==> src/rtl/reflet_hwi_reader_pkg.sv <==
// reflet_hwi_reader_pkg: shared constants for the hardware-info reader.
// State encoding, info register offsets, reg2 field positions, legal
// wordsize_code range and the configuration check helper.
package reflet_hwi_reader_pkg;
  localparam logic [2:0] S_IDLE    = 3'd0;
  localparam logic [2:0] S_REQ     = 3'd1;
  localparam logic [2:0] S_ISSUE   = 3'd2;
  localparam logic [2:0] S_CAPTURE = 3'd3;
  localparam logic [2:0] S_CHECK   = 3'd4;
  localparam logic [2:0] S_DONE    = 3'd5;
  localparam logic [1:0] REG_FREQ_LO = 2'd0;
  localparam logic [1:0] REG_FREQ_HI = 2'd1;
  localparam logic [1:0] REG_CFG     = 2'd2;
  localparam logic [1:0] REG_INFO2   = 2'd3;
  localparam int CFG_WS_LSB = 0;
  localparam int CFG_WS_MSB = 2;
  localparam int CFG_PE_LSB = 3;
  localparam int CFG_PE_MSB = 7;
  localparam logic [2:0] WS_MIN = 3'd1;
  localparam logic [2:0] WS_MAX = 3'd5;
  function automatic logic cfg_bad(input logic [15:0] freq, input logic [2:0] ws);
    return freq == 16'd0 || ws < WS_MIN || ws > WS_MAX;
  endfunction
endpackage

==> src/rtl/reflet_us_ticker.sv <==
// reflet_us_ticker: one-cycle tick every i_period enabled cycles.
// i_clk/i_rst_n clock and async active-low reset, i_enable runs the count
// (cleared when low), i_period cycles per tick, o_tick registered pulse.
module reflet_us_ticker (
  input  logic        i_clk,
  input  logic        i_rst_n,
  input  logic        i_enable,
  input  logic [15:0] i_period,
  output logic        o_tick
);
  logic [15:0] r_count;
  logic        w_hit;
  assign w_hit = r_count == i_period - 16'd1;
  always_ff @(posedge i_clk or negedge i_rst_n)
    if (!i_rst_n) begin
      r_count <= '0;
      o_tick  <= 1'b0;
    end else begin
      r_count <= (i_enable && !w_hit) ? r_count + 16'd1 : 16'd0;
      o_tick  <= i_enable && w_hit;
    end
endmodule

==> src/rtl/reflet_hwi_reader.sv <==
// reflet_hwi_reader: reads the four hardware-info registers over the
// peripheral bus and publishes decoded, checked configuration plus a 1 us tick.
// Ports: i_clk, i_rst_n (async active-low), i_start (rescan from DONE),
// o_bus_req/i_bus_gnt arbitration, o_addr/o_rd_en/i_data_in read port,
// o_clk_freq_mhz/o_wordsize_code/o_periph_en/o_info2 decoded info,
// o_valid/o_error status, o_us_tick microsecond pulse.
module reflet_hwi_reader
  import reflet_hwi_reader_pkg::*;
#(
  parameter int                        WORDSIZE       = 16,
  parameter int                        BASE_ADDR_SIZE = 16,
  parameter logic [BASE_ADDR_SIZE-1:0] BASE_ADDR      = 16'hFF00
) (
  input  logic                      i_clk,
  input  logic                      i_rst_n,
  input  logic                      i_start,
  output logic                      o_bus_req,
  input  logic                      i_bus_gnt,
  output logic [BASE_ADDR_SIZE-1:0] o_addr,
  output logic                      o_rd_en,
  input  logic [WORDSIZE-1:0]       i_data_in,
  output logic [15:0]               o_clk_freq_mhz,
  output logic [2:0]                o_wordsize_code,
  output logic [4:0]                o_periph_en,
  output logic [7:0]                o_info2,
  output logic                      o_valid,
  output logic                      o_error,
  output logic                      o_us_tick
);
  logic [2:0] r_state, w_next;
  logic [1:0] r_idx, w_next_idx;
  logic [7:0] r_shadow [4];
  logic       w_bus;
  logic       w_unused_data;
  assign w_unused_data = ^i_data_in[WORDSIZE-1:8];
  // idx restarts only when a new scan begins; a lost grant keeps it so the
  // interrupted register is re-read.
  always_comb begin
    w_next     = r_state;
    w_next_idx = r_idx;
    case (r_state)
      S_IDLE: begin
        w_next     = S_REQ;
        w_next_idx = 2'd0;
      end
      S_REQ:     w_next = i_bus_gnt ? S_ISSUE : S_REQ;
      S_ISSUE:   w_next = i_bus_gnt ? S_CAPTURE : S_REQ;
      S_CAPTURE: begin
        w_next     = !i_bus_gnt ? S_REQ : (r_idx == REG_INFO2) ? S_CHECK : S_ISSUE;
        w_next_idx = (i_bus_gnt && r_idx != REG_INFO2) ? r_idx + 2'd1 : r_idx;
      end
      S_CHECK:   w_next = S_DONE;
      S_DONE: begin
        w_next     = i_start ? S_REQ : S_DONE;
        w_next_idx = 2'd0;
      end
      default:   w_next = S_IDLE;
    endcase
  end
  // Bus outputs are registered from the next state so they line up with it.
  assign w_bus = w_next == S_ISSUE || w_next == S_CAPTURE;
  always_ff @(posedge i_clk or negedge i_rst_n)
    if (!i_rst_n) begin
      r_state         <= S_IDLE;
      r_idx           <= 2'd0;
      r_shadow        <= '{default: '0};
      o_bus_req       <= 1'b0;
      o_addr          <= '0;
      o_rd_en         <= 1'b0;
      o_clk_freq_mhz  <= '0;
      o_wordsize_code <= '0;
      o_periph_en     <= '0;
      o_info2         <= '0;
      o_valid         <= 1'b0;
      o_error         <= 1'b0;
    end else begin
      r_state   <= w_next;
      r_idx     <= w_next_idx;
      o_bus_req <= w_bus || w_next == S_REQ;
      o_rd_en   <= w_bus;
      o_addr    <= w_bus ? BASE_ADDR + {{(BASE_ADDR_SIZE-2){1'b0}}, w_next_idx} : '0;
      if (r_state == S_CAPTURE && i_bus_gnt)
        r_shadow[r_idx] <= i_data_in[7:0];
      if (r_state == S_CHECK) begin
        o_clk_freq_mhz  <= {r_shadow[REG_FREQ_HI], r_shadow[REG_FREQ_LO]};
        o_wordsize_code <= r_shadow[REG_CFG][CFG_WS_MSB:CFG_WS_LSB];
        o_periph_en     <= r_shadow[REG_CFG][CFG_PE_MSB:CFG_PE_LSB];
        o_info2         <= r_shadow[REG_INFO2];
        o_error         <= cfg_bad({r_shadow[REG_FREQ_HI], r_shadow[REG_FREQ_LO]},
                                   r_shadow[REG_CFG][CFG_WS_MSB:CFG_WS_LSB]);
        o_valid         <= 1'b1;
      end else if (r_state == S_DONE && i_start)
        o_valid <= 1'b0;
    end
  reflet_us_ticker u_ticker (
    .i_clk    (i_clk),
    .i_rst_n  (i_rst_n),
    .i_enable (o_valid && !o_error),
    .i_period (o_clk_freq_mhz),
    .o_tick   (o_us_tick)
  );
endmodule

==> config.mk <==
export PLATFORM = sky130hd
export DESIGN_NAME = reflet_hwi_reader
export DESIGN_NICKNAME = d
export VERILOG_FILES = /design/src/rtl/reflet_hwi_reader_pkg.sv /design/src/rtl/reflet_us_ticker.sv /design/src/rtl/reflet_hwi_reader.sv
export SDC_FILE = /design/constraint.sdc
export NUM_CORES = 1
export LEC_CHECK = 0
export CAP_MARGIN = 40
export CORE_ASPECT_RATIO = 0.8
export CORE_UTILIZATION = 40
export DETAILED_ROUTE_END_ITERATION = 12
export PLACE_DENSITY = 0.65
export SETUP_SLACK_MARGIN = 0.02
export SYNTH_ARGS = -nofsm -noshare
export SYNTH_HDL_FRONTEND = slang
export SYNTH_SLANG_ARGS = --single-unit
==> constraint.sdc <==
create_clock -name i_clk -period 2.5 [get_ports i_clk]
set_input_delay 0.625 -clock i_clk [delete_from_list [all_inputs] [get_ports i_clk]]
set_output_delay 0.625 -clock i_clk [all_outputs]
set_load 0.05 [all_outputs]
Yosys cells after proc, flatten, opt, wreduce, memory -nomap -nowiden:

Index checks and enable logic that the tools add are counted.

* multiplexer cells: 15
* reductions and logical operators: 17
* add/sub/neg operators: 4
* bitwise gates (word level): 1
* $lt $le $gt $ge: 4
* eq/ne operators: 11

Operators with widths (count)
* 32-bit bitwise mux: 1
* 16-bit two-way mux: 2
* 3-bit one-hot mux with 6 select lines: 1
* 16-bit by 1-bit adder with 16-bit output (second input constant): 1
* 8-bit demux with 2-bit select: 1
* 16-bit == test: 1
* 16-bit zero test: 1
* 16-bit by 1-bit subtractor with 16-bit output (second input constant): 1
* 3-bit by 2-bit == test with 1-bit output (second input constant): 4
* 9-bit by 3-bit adder with 10-bit output (first input constant): 1
* 3-bit two-way mux: 3
* 8-bit two-way mux: 1
* 1-bit logical AND: 7
* 3-bit by 1-bit == test with 1-bit output (second input constant): 2
* 3-bit == test (second input constant): 2
* 3-bit by 1-bit less-than comparator with 1-bit output (second input constant): 2
* 2-bit two-way mux: 3
* 1-bit logical OR: 4
* 2-bit one-hot mux with 2 select lines: 1
* 3-bit >= comparator (second input constant): 1
* 3-bit greater-than comparator (second input constant): 1
* 3-bit zero test: 1
* 2-bit NOT with 3-bit output: 1
* 2-bit by 1-bit adder with 2-bit output (second input constant): 1
* other kinds (6): 8

* flip-flop bits (word level): 106
* output and inout bits: 53
* word-level logic and storage cells: 69
* input port bits: 20

Longest topological paths before layout:

Gate-level depths: netlist of run 1.

* depth after elaboration: 7
* mapped depth: 10
* depth with buffers taken out: 8

By module:

From an unflattened synthesis of run 1, not the netlist that was laid out.

* cell total of the unflattened synthesis: 397
* area total of the unflattened synthesis: 4654.5 um2

By module, submodules not included
* reflet_hwi_reader: area each 3129.3 um2, times used 1, sequential area each 1876.8 um2, cells each 213
* reflet_us_ticker: area each 1525.2 um2, times used 1, sequential area each 425.4 um2, cells each 184

Worst setup path before layout of run 1:

No wires, ideal clock.

* path kind: register -> register
* start point: register o_clk_freq_mhz[3]
* end point: register u_ticker.r_count[10]
* path buffers: 3
* setup slack: -358 ps
* setup time: 136 ps
* data arrival time: 2722 ps
* period minus slack after synthesis: 2858 ps
* stages on the path, launching flop included: 10
* cell sequence: dfrtp_1 or4_1 clkbuf_2 or4_1 a211o_1 a22oi_1 and4_1 buf_6 buf_8 nor3_1

* word-level cells in the longest chain between the ends: 5

Ends and longest elaborated chain
* start: declaration: line reflet_hwi_reader.sv:22 `output logic [15:0] o_clk_freq_mhz,`
* start signal: assignment: line reflet_hwi_reader.sv:85 `o_clk_freq_mhz <= {r_shadow[REG_FREQ_HI], r_shadow[REG_FREQ_LO]};`
* 16-bit by 1-bit subtractor with 16-bit output: line reflet_us_ticker.sv:13 `assign w_hit = r_count == i_period - 16'd1;`
* 16-bit == test: line reflet_us_ticker.sv:13
* 1-bit zero test: line reflet_us_ticker.sv:19 `r_count <= (i_enable && !w_hit) ? r_count + 16'd1 : 16'd0;`
* 1-bit logical AND: line reflet_us_ticker.sv:19
* 16-bit two-way mux: line reflet_us_ticker.sv:19
* end signal: assignment: line reflet_us_ticker.sv:19
* end: declaration: line reflet_us_ticker.sv:11 `logic [15:0] r_count;`

No other way between the ends.
A chain may end at the register's enable or synchronous reset.

Worst setup path in the final report of run 1:

* start point: register o_clk_freq_mhz[0]
* end point: register u_ticker.r_count[12]

The elaborated chain is that of the path after synthesis.

==> results.txt, run 1 <==
- Period utilization: 102.1%
- Top FF cell, synth: dfrtp_1
- Setup Fix Bufs, Post-CTS: 0
- Worst max-slew margin expressed relative to the limit: 47.61%
- Vias in the first global route: around 3000
- Cts bufs inserted: 9
- Worst Path Max Fanout: 17
* H-tree depth reported by CTS: 3
* Lkg Pwr: 2.391 nW
- The initial antenna violation count is 0.
- Chip Height: roughly 95 microns
* TritonCTS clock tree: yes
- Hold Violations, Final: 0
- The die covers roughly 0.011 sq mm.
- The smallest clock period supported by the final layout is computed as ~2.6 ns.
- Max-cap violations in this run came to 0.
- Pin count of the biggest net entering global routing: between 90 and 100
* Critical Path AT: 2.74 ns
- Category of the most critical setup path: flop to flop
- The repair_antennas step left the layout with diodes totalling 0.
- Of all flip-flops after synthesis, the portion carrying an async set or reset was between 90% and 100%.
- Post-route antenna net violation count: 0
- Vias per Instance: 5.187
- The synthesized design contains slightly above 90 register bits.
- The region available for standard cell placement spans between 0.01 and 0.015 sq mm.
- Drt pass-1 iters: 4
* Post-place instance area: 0.005134 sq mm
- For met3 alone, demand over resource in global routing was slightly below 4%.
- Met1 GRT Util: approximately a quarter
- Library cell used as clock root buffer: clkbuf_16
- Worst IR drop on VDD: 0.3576 mV
- Setup repair after global routing could not meet its margin everywhere.
- Clock transition at the registers of the reported paths: approximately 0.070 ns
- Maximum clock path buffer count: 2
- During synthesis, Yosys emitted a total of 0 warnings.
* Path type of the worst min-delay path: input pin to asynchronous set/reset pin
- Dividing the detail-routed wire length by the instance count gives 16.16 microns.
- Summed over all failing endpoints, the final setup total negative slack is -0.6924 ns.
- Slowest library cell on the worst path: or4_4
- For this design the ratio of total power to cell area is a little over 900 mW/mm^2.
- For this run, design rule violations remaining after detail routing come to 0.
- The first global-routing pass estimated 15.67 mm of wire.
- For this run, the share of the core covered by cells in the final layout is a little over half.
- Total design power: 5.134 mW
- Layout overhead on the synthesized area: 27.55%
- Traced cell by cell, the critical path runs through inv_2 > ha_4 > or3b_4 > or4_4 > a211o_1 > a22oi_2 > and4_4 > buf_12 > nor3_1.
- Nets@finish: about 450
* Proportion of synthesized chip area in sequential cells: between 50 and 60%
- Number of instances in the synthesized netlist: about 360
- Finished layout cell area: around 0.0055 sq mm
- The detailed router finished its first iteration with ~140 violations.
* Count of buffers from port buffering: 58
- Final setup vio count: 17
- Dividing the synthesized area by the synthesized cell count gives 12.06 sq um.
- At the end of routability-driven placement, the weighted congestion stood at between 0.8 and 0.9.
* Width of the die: between 100 and 150 microns
- Detailed routing inserted a total of a little under 3000 vias.
* Hold Buf Count CTS: 0
- Highest clock rate: 391.8 MHz
- GR peak layer: met2
- The clock arrives with 0.008118 ns of skew.
- Rows: 33
* Run status: finished with violations
* Fraction of final layout cells sized beyond drive strength 1: roughly 30%
- The synthesized netlist occupies a cell area of roughly 0.0043 sq mm.
- Worst hold slack: around 0.30 ns
* Sum of routed wire length over all layers: slightly above 9 mm
- GRT Resource Usage Total: between 10% and 20%
- Detailed placement finished with a half-perimeter wire length of between 6 and 7 mm.
- Violations in the final reports: negative setup slack
* Delay of the slowest critical-path stage: roughly 0.49 ns
* Slew Limit Fails: 0
- Number of top-level pins: 73
- At the pin with the least slew margin, the transition time is 0.7858 ns.
- Once the floorplan was initialized, standard cells occupied 41.54% of the core.
- At the worst endpoint, the required time is 2.68 ns.
- STA classifies the critical path startpoint as a flop.
- For this design, the sink count on the clock tree is 92.
- Synthesis instantiated 46 different standard cells from the library.
- STA classifies the critical path endpoint as a flop.
- The clock reaches the later pin of the worst-skew pair after around 0.34 ns.
- GR Layer Usage met2: ~28%
- For this run the aggregate overflow at the end of global routing stands at 0.
- Post-synth EDFFs: 0
- Setup slack on the critical path of the routed design comes to -0.05213 ns.
state kept, by name, summed over array words and instances, names as in the netlist:
| name | cells |
|---|---|
| o_error | 1 |
| o_info2 | 8 |
| r_idx | 2 |
| o_wordsize_code | 3 |
| o_bus_req | 1 |
| o_addr | 3 |
| r_shadow | 32 |
| o_valid | 1 |
| u_ticker.r_count | 16 |
| o_periph_en | 5 |
| r_state | 3 |
| o_clk_freq_mhz | 16 |
| u_ticker.o_tick | 1 |
final timing paths:
kind	startpoint	endpoint	slack (ns)	cells past startpoint
max	o_clk_freq_mhz[0]	u_ticker.r_count[12]	-0.05	9
min	i_rst_n	o_info2[5]	0.30	2
max reg2reg	o_clk_freq_mhz[0]	u_ticker.r_count[12]	-0.05	9
min reg2reg	r_shadow[14]	r_shadow[14]	0.51	1
max in group asynchronous	i_rst_n	o_clk_freq_mhz[9]	1.80	2
min in group i_clk	r_shadow[14]	r_shadow[14]	0.51	1
per-stage QoR:
stage	cells	setup WS [ns]
after floorplan	362	-0.1131
after global placement	555	-0.03487
after detailed placement	555	-0.08849
after CTS	571	-0.04848
after global routing	571	-0.1417
final	571	-0.05213
worst max-delay path: cells and delay by family, from the launching register on:
family | cells | cell delay (ns)
AOI/OAI and AO/OA | 2 | 0.43
buffers and inverters | 2 | 0.23
and+or+nand+nor | 4 | 1.19
DFF | 1 | 0.41
adders and majority gates | 1 | 0.13
cell usage in the layout (no fill, tap or decap), drive strengths merged, types with 2 or more instances in the layout:
| cell | netlist | final |
|---|---|---|
| nand2b | 4 | 4 |
| nand3 | 7 | 7 |
| a22oi | 2 | 2 |
| or4 | 6 | 6 |
| nor3 | 23 | 23 |
| buf | 17 | 22 |
| inv | 8 | 12 |
| xor2 | 8 | 8 |
| o21ai | 8 | 8 |
| clkbuf | 9 | 10 |
| o21a | 2 | 2 |
| and3 | 3 | 3 |
| xnor2 | 21 | 21 |
| conb | 1 | 6 |
| nor4 | 8 | 8 |
| nand4 | 4 | 4 |
| nor2b | 5 | 5 |
| clkdlybuf4s50 | 0 | 57 |
| nand3b | 2 | 2 |
| and2 | 2 | 2 |
| dfrtp | 92 | 92 |
| clkinv | 0 | 2 |
| nand2 | 13 | 13 |
| ha | 6 | 6 |
| o31ai | 2 | 2 |
| a21oi | 6 | 6 |
| or3 | 3 | 3 |
| and4 | 2 | 2 |
| mux2 | 63 | 63 |
| nor2 | 12 | 12 |
| a31oi | 5 | 5 |
report_power, final:
group	total, mW	switching, mW	internal [mW]
Clock	1.36	0.628	0.730
Combinational	1.69	0.919	0.775
Sequential	2.08	0.271	1.81
Total	5.13	1.82	3.32
synth_stat cells (3+ instances only):
master,number,area (sq um)
nor2b_1,5,31.28
nor3_1,23,115.1
o21ai_0,8,40.04
dfrtp_1,92,2302
ha_1,6,75.07
or3_1,3,18.77
a21oi_1,6,30.03
nand4_1,4,25.02
buf_4,14,105.1
nand3_1,7,35.03
xnor2_1,21,183.9
mux2_2,63,709.4
nand2b_1,4,25.02
inv_1,8,30.03
and3_1,3,18.77
nor2_1,12,45.04
nor4_1,8,50.05
clkbuf_1,8,30.03
nand2_1,13,48.80
or4_1,6,45.04
a31oi_1,5,31.28
xor2_1,8,70.07
cell families (layout without fill, tap and decap cells):
kind of cell    Yosys count  in the layout  share of synthesized area, %
simple gates             96             96                         12.06
flops                    92             92                         53.47
mux                      64             64                         16.71
compound gates           35             35                         5.377
buf+inv                  34            103                         4.650
xor+xnor                 29             29                         5.900
fa+ha+maj                 6              6                         1.744
other cells               1              6                       0.08710
repair_timing:
item / 4_1_cts / 5_1_grt
pin swaps: 1 / 2
hold endpoints to repair: 0 / 0
gates resized for setup: 3 / 10
endpoints found under the setup margin: 17 / 17
area by class of cell:
cell class                 instances  area [sq um]
fill                             876          4872
sequential                        92          2312
multi-input combinational        236          1899
timing repair buffer              79         773.2
clock buffer                      10         239.0
tap                              140         175.2
clock inverter                     6         62.56
inverter                           8         30.03
per-layer routing:
metal / up-vias / share of wire, %
li1: 1404 / -
met1: 1493 / 50
met2: 57 / 46
met3: 8 / 2.9
met4: 0 / 1.0
met5: - / 0
Power figures use the tool's default switching activity.
==> run 2, diff against run 1 <==
--- a/config.mk
+++ b/config.mk
@@ -7,10 +7,11 @@
 export LEC_CHECK = 0
 export CAP_MARGIN = 40
 export CORE_ASPECT_RATIO = 0.8
-export CORE_UTILIZATION = 40
+export CORE_UTILIZATION = 48
 export DETAILED_ROUTE_END_ITERATION = 12
-export PLACE_DENSITY = 0.65
+export PLACE_DENSITY = 0.76
 export SETUP_SLACK_MARGIN = 0.02
+export SKIP_LAST_GASP = 1
 export SYNTH_ARGS = -nofsm -noshare
 export SYNTH_HDL_FRONTEND = slang
 export SYNTH_SLANG_ARGS = --single-unit
==> results.txt, run 2 (synthesis results as in run 1) <==
- The initialized floorplan defines 30 standard-cell rows.
- Combinational cells account for a little over a third of the total power.
- Once the clock tree was built, the setup fixing pass inserted 0 buffers.
- The first global-routing pass estimated approximately 15 mm of wire.
- Setup repair after global routing could not meet its margin everywhere.
- Register with the most flip-flops: r_shadow
- The worst setup path is captured at a flop.
- Summing over every cut layer, the via total after detailed routing is 2968.
- Once detail routing completed, the nets flagged for antenna violations numbered 0.
- The worst hold path belongs to the class input pin to asynchronous set/reset pin.
- Run status: finished with violations
- Clock transition at the registers of the reported paths: 0.11 ns
- The clock passes through at most 2 buffers.
- Hold Violations, Final: 0
* Cells after DPL: approximately 530
* H-tree depth reported by CTS: 3
- Initial cell density of the core: 50.09%
* Pin count of the biggest net entering global routing: between 50 and 60
- Lkg Pwr: 2.345 nW
* Worst Path Max Fanout: 17
- Number of sinks on the clock net: 92
- The largest registers in the layout are r_shadow: 32 flops, o_clk_freq_mhz: 16 flops, u_ticker.r_count: 16 flops.
* Worst IR drop on VDD: between 0.4 and 0.5 mV
* Worst Path Required: 2.71 ns
- For the worst-skew pair, the clock arrives at the later sink with an insertion delay of roughly 0.37 ns.
- Post-detail-place hpwl: between 6 and 7 mm
* Storage cell area: around 0.0023 sq mm
* Internal power: roughly 3 mW
- The worst register-to-register path begins at o_clk_freq_mhz[0].
* Chip Height: 86.71 microns
- The floorplan step defined a die boundary enclosing about 0.0094 sq mm.
- Walking the worst path, the cells encountered are inv_2 > ha_4 > or3b_4 > or4_4 > a211o_1 > a22oi_2 > and4_4 > buf_12 > nor3_1.
- The register with the most flip-flops in the layout has 32 of them.
- The region available for standard cell placement spans 0.008596 sq mm.
- Delay of the slowest critical-path stage: 0.49 ns
- Max capacitance violation total: 0
- After routing, the total negative slack on setup checks comes to -0.2671 ns.
- In the final routed layout, each cell accounts on average for 16.51 microns.
- Of the total power, the share spent switching nets is 36.16%.
- Type of origin of the critical path: flop
- After layout, the worst path uses 101.0% of the clock period.
* Total design power: between 4 and 5 mW
- The slowest stage of the critical path is the or4_4 cell.
- Using the TritonRoute via totals, the vias-per-cell ratio works out to approximately 5.5.
- Leaving out fill and tap cells, the most frequent cell in the layout is dfrtp_1.
- After detailed routing, the number of remaining DRC violations is 0.
- Highest clock rate: 396.2 MHz
- Nets@finish: roughly 450
- The worst pin sits at a relative slew slack of between 50% and 60%.
- From left edge to right edge, the die measures about 110 microns.
- Cts bufs inserted: 9
- Setup ws final: -0.02382 ns
* Multi-input combinational cell area: about 0.0019 sq mm
- Residual overflow from global routing: 0
* Number of top-level pins: 73
- Initial antenna violation count: 0
- Vias in the first global route: approximately 3000
- Tracing the worst setup path back leads to its startpoint at o_clk_freq_mhz[0].
- The checks that failed: negative setup slack.
- Final antenna diode count: 0
- Worst hold slack: between 0.2 and 0.25 ns
- Most frequent cells in the layout: dfrtp_1 (84), mux2_2 (63), clkdlybuf4s50_1 (57)
- The area growth from synthesis to layout is 23.89%.
- In this run, the number of DRC markers left after iteration 0 of detailed routing was between 90 and 100.
* NetSw: approximately 1.7 mW
- Final setup vio count: 17
- Clk_skew: ~0.016 ns
- The clock network burns ~22% of the power.
- Registers are responsible for 42.9% of the overall power.
- The worst setup path is of the flop to flop kind.
* Placer congestion estimate: around 0.81
- For this design the ratio of total power to cell area is 900.5 mW/mm^2.
- Drt pass-1 iters: 4
* Actual slew at the worst max-slew pin: between 0.7 and 0.8 ns
* Critical Path AT: 2.74 ns
- Global routing used between 20% and 30% of the available tracks across all layers.
- The post-route netlist has between 20% and 30% of its cells at a drive strength greater than 1.
- Count of buffers from port buffering: between 50 and 60
- Once layout is complete, the cells apart from fillers number roughly 540.
- Count of filler cells inserted in the layout: a little under 700
* Slew Limit Fails: 0
* Min Tclk post-route: roughly 2.5 ns
- The cell sitting at the root of the clock tree is a clkbuf_8.
- TritonCTS built the clock tree.
- Sum of routed wire length over all layers: 8.966 mm
==> run 2: layout make-up <==
cell class | count | share of cell area (%)
Sequential cell | 92 | 43.35
Inverter | 8 | 0.5630
Tap cell | 112 | 2.627
Clock inverter | 7 | 1.642
Multi-Input combinational cell | 236 | 35.23
Timing Repair Buffer | 79 | 14.26
Clock buffer | 9 | 2.322
==> run 2: worst paths after layout <==
path	cells after the start	slack, ns	end
worst max-delay path	9	-0.02	u_ticker.r_count[15]
worst min-delay path	1	0.22	r_shadow[14]
worst max register to register	9	-0.02	u_ticker.r_count[15]
worst min register to register	1	0.51	r_shadow[2]
max in group asynchronous	2	1.59	o_clk_freq_mhz[9]
min in group i_clk	1	0.51	r_shadow[2]
==> run 2: timing repair <==
item | CTS | global route
pin swaps | 2 | 0
endpoints found under the setup margin | 17 | 17
resized for setup | 5 | 4
hold buffers | 0 | 0
==> run 2: worst max-delay path: cells and delay by family, from the launching register on <==
family / cells / cell delay [ns]
AND/OR/NAND/NOR: 4 / 1.16
AO/OA/AOI/OAI: 2 / 0.43
flip-flops: 1 / 0.42
buffers and inverters: 2 / 0.23
adder cells (fa/ha/maj): 1 / 0.13
==> run 2: metrics by stage <==
stage / utilization (%) / setup WS [ns] / area [sq um]
2_1_floorplan: - / -0.1131 / 4363
3_3_place_gp: 59.17 / -0.03461 / 5086
3_5_place_dp: 59.17 / -0.05987 / 5086
4_1_cts: 61.89 / -0.01995 / 5320
5_1_grt: 62.05 / -0.1144 / 5334
6_report: 62.05 / -0.02382 / 5334
==> run 2: power groups by stage <==
stage / combinational, mW / clock, mW / sequential, mW
finish: 1.68 / 1.06 / 2.06
global route: 1.81 / 1.15 / 2.10
CTS: 1.67 / 1.10 / 2.06
detailed placement: 1.62 / 0 / 2.09
global placement: 1.56 / 0 / 2.07
floorplan: 0.917 / 0 / 2.27
==> run 2: metal layers <==
layer / global-route usage (%) / part of all wire, %
met1: 30.75 / 49
met2: 33.04 / 46
met3: 3.609 / 3.5
met5: 0 / 0
met4: 6.849 / 1.2
==> run 3, diff against run 2 <==
--- a/config.mk
+++ b/config.mk
@@ -7,11 +7,12 @@
 export LEC_CHECK = 0
 export CAP_MARGIN = 40
 export CORE_ASPECT_RATIO = 0.8
-export CORE_UTILIZATION = 48
+export CORE_UTILIZATION = 49
 export DETAILED_ROUTE_END_ITERATION = 12
-export PLACE_DENSITY = 0.76
+export PLACE_DENSITY = 0.77
 export SETUP_SLACK_MARGIN = 0.02
 export SKIP_LAST_GASP = 1
 export SYNTH_ARGS = -nofsm -noshare
 export SYNTH_HDL_FRONTEND = slang
+export SYNTH_HIERARCHICAL = 1
 export SYNTH_SLANG_ARGS = --single-unit
==> results.txt, run 3 <==
- Highest clock rate: between 300 and 400 MHz
* Number of sinks on the clock net: between 90 and 100
- Including well taps, the total number of placed cells is 578.
- Most common cell in the synthesized netlist: dfrtp_1
- The total overflow left after global routing is 0.
- Min Tclk post-route: ~2.7 ns
* Number of top-level pins: 73
- At the pin with the least slew margin, the transition time is about 0.56 ns.
* Library cell used as clock root buffer: clkbuf_16
- Clock transition at the registers of the reported paths: approximately 0.07 ns
- Compared with the post-synthesis result, the final layout area differs by 24.76%.
- In this run, distinct cell masters in the synthesized netlist total 57.
- Post-detail-place hpwl: 7.527 mm
- Most frequent standard cell in the layout excluding fill and tap cells: dfrtp_1
* Type of destination of the critical path: flop
* Final antenna diode count: 0
* Run status: finished with violations
- Final setup vio count: 16
- After detailed routing, the number of remaining DRC violations is 15.
* Avg Inst Size Synth: between 10 and 15 sq um
* First DRT Iteration DRCs: about 300
- Post-place instance area: between 0.005 and 0.006 sq mm
- Area fraction in compound gates after synthesis: 6.478%
- Setup repair after global routing could not meet its margin everywhere.
* Mapped Area: roughly 0.0047 sq mm
* Chip Height: 89.18 microns
- Entering global routing, the biggest net connects 44 pins.
- Async set-or-reset flop fraction in the synthesized netlist: 100.0%
- TritonCTS clock tree: yes
- H-tree depth reported by CTS: 3
- Setup ws final: -0.1779 ns
* Proportion of synthesized chip area in sequential cells: between 40% and 50%
- Among cell families on the critical path, the largest total delay comes from simple AND/OR/NAND/NOR gates.
- Placement-stage worst setup slack: -0.1970 ns
- Critical Path AT: 2.93 ns
* Path type of the worst min-delay path: input pin to asynchronous set/reset pin
- The portion of synthesized area spent on multiplexers is approximately 16%.
- The total count of max-transition violations in the final report came to 0.
- Summing the areas of all xor and xnor instances in the mapped netlist gives between 5 and 6% of the synthesized area.
- Buffers inserted during clock tree synthesis total 9.
- Area of the die: roughly 0.01 sq mm
- For the worst setup path, the data required time is roughly 2.8 ns.
- The cell count after synthesis came out at ~400.
* Period utilization: 107.1%
- The Yosys step of the flow raised 6 warnings.
- Category of the most critical setup path: flop to flop
* Post-synthesis cell type with the largest combined area: dfrtp_1
- Hold Violations, Final: 0
- After detailed routing, the number of vias per cell comes to about 5.7.
- Total negative setup slack: -2.470 ns
- The initial antenna violation count was 0.
- The pre-antenna-repair detailed-routing pass consisted of 8 iterations.
- Synth area leaders: dfrtp_1 (49%), mux2_2 (15%), xnor2_1 (3.4%), buf_4 (2.6%), nor2_1 (2.1%)
* Worst IR drop on VDD: roughly 0.46 mV
- On the worst path, the slowest cell contributes a delay of 0.58 ns.
- After synthesis, the largest area contributor takes up between 40% and 50% of total cell area.
* Nets@finish: roughly 500
* Routed vias: about 3400
- Post-Synth Adder-Cell Area: between 1.5 and 2%
- Latest clock arrival within the worst-skew pair: 0.34 ns
- Hold Buf Count CTS: 0
- The floorplan has 31 rows.
- The count of buffers added on input and output ports is between 50 and 60.
* Lkg Pwr: 2.676 nW
* Post-Synth Simple-Gate Area: around 16%
- The register with the most flip-flops in the layout has 32 of them.
- Register bit total from synthesis: about 90
- The slowest stage of the critical path belongs to the cell or4_4.
- Post-route non-filler standard cell count: 595
- Total design power: between 6 and 7 mW
* Max capacitance violation total: 0
- After synthesis, the most frequently instantiated cells are dfrtp_1 (92), mux2_2 (61), nor2_1 (26).
* Initial cell density of the core: 50.85%
- The number of global-route vias before repair was between 3000 and 4000.
* Maximum clock path buffer count: 2
- After floorplanning, the core was sized to cover 0.009154 sq mm.
* Fraction of final layout cells sized beyond drive strength 1: 28.33%
- The critical path goes through or4_4 > or4_4 > o211a_1 > o32ai_2 > a2111oi_4 > buf_12 > nor3b_1.
- For this design the ratio of total power to cell area is around 1200 mW/mm^2.
* Register with the most flip-flops: r_shadow
* Worst Path Max Fanout: 16
* GRT Resource Usage Total: 22.72%
* Clk_skew: between 0.005 and 0.006 ns
- First-pass GRT wire length: between 15 and 20 mm
* Most frequent cells in the layout: dfrtp_1 (87), mux2_2 (61), clkdlybuf4s50_1 (56)
- Main combinational cell family by area after synthesis: multiplexers
* Critical Path Most Common Cell: or4_4
- The finished cells cover between 0.005 and 0.006 sq mm.
- Type of origin of the critical path: flop
- Post-synth EDFFs: 0
- Biggest registers after layout: r_shadow: 32 flops, o_clk_freq_mhz: 16 flops, u_ticker/r_count: 16 flops
- Sum of buffers and inverters on the critical path: 1
* Post-route antenna net violation count: 0
* Placer congestion estimate: between 0.8 and 0.9
- The checks that failed: design-rule violations, negative setup slack.
- Wire length per cell after detailed routing: roughly 18 microns
- Worst max-slew margin expressed relative to the limit: between 60% and 70%
- After detailed routing, the total wire length is ~11 mm.
- Among all flip-flop cells after synthesis, the most frequent one is dfrtp_1.
* Width of the die: ~110 microns
-- run 3: changes by cell type after synthesis, sizes merged, moves of 4 or more --
cell and delta:
nand2 +14, buf +6, nor3 -18, nand3 +4, nand4 +6, o21ai -5
nor2 +14
-- run 3: metrics by stage --
step           utilization [%]  hold slack [ns]
2_1_floorplan                -           0.3294
3_3_place_gp             59.81           0.4692
3_5_place_dp             59.81           0.4922
4_1_cts                  63.26           0.2805
5_1_grt                  63.44           0.3069
6_report                 63.44           0.2724
-- run 3: worst reg2reg max path: stages (launching register included) --
cell and delay [ns]:
dfrtp_2 0.40, or4_4 0.58, or4_4 0.55, o211a_1 0.26, o32ai_2 0.38, a2111oi_4 0.09, buf_12 0.16, nor3b_1 0.17
-- run 3: cell type report --
type	count	area (sq um)
tap	115	143.9
sequential	92	2308
clock inverter	7	81.33
clock buffer	9	225.2
multi-input combinational	270	2150
timing repair buffer	92	860.8
fill	698	3347
inverter	10	37.54
-- run 3: repair_timing --
| item | CTS | global route |
|---|---|---|
| pin swaps | 0 | 2 |
| resized for setup | 2 | 2 |
| setup buffers | 0 | 1 |
| setup endpoints to repair | 17 | 18 |
-- run 3: kinds of logic after synthesis --
group,count (synthesis)
compound gates,36
xor+xnor,28
fa+ha+maj,6
buf+inv,40
flops,92
mux,66
other cells,1
simple gates,128
-- run 3: path summary, 6_finish.rpt --
check                      cells past startpoint                 from  slack [ns]                  end
setup / recovery                               7    o_clk_freq_mhz[3]       -0.18  u_ticker/r_count[0]
hold / removal                                 1              i_rst_n        0.27   o_wordsize_code[2]
setup reg to reg                               7    o_clk_freq_mhz[3]       -0.18  u_ticker/r_count[0]
hold reg to reg                                1  u_ticker/r_count[0]        0.50  u_ticker/r_count[0]
max in group asynchronous                      2              i_rst_n        1.61  u_ticker/r_count[8]
min in group i_clk                             1  u_ticker/r_count[0]        0.50  u_ticker/r_count[0]
-- run 3: power by group --
| group | leakage, nW | switching, mW | total [mW] | internal (mW) |
|---|---|---|---|---|
| registers | 1.21 | 0.353 | 2.25 | 1.90 |
| clock network | 0.149 | 0.636 | 1.35 | 0.710 |
| logic | 1.32 | 1.82 | 3.28 | 1.46 |
| total | 2.68 | 2.81 | 6.87 | 4.06 |
-- run 3: layer usage --
metal	share of wire [%]	global-route usage, %
met1	45	29.41
met2	48	37.96
met3	5.8	5.966
met4	1.4	7.347
met5	0	0
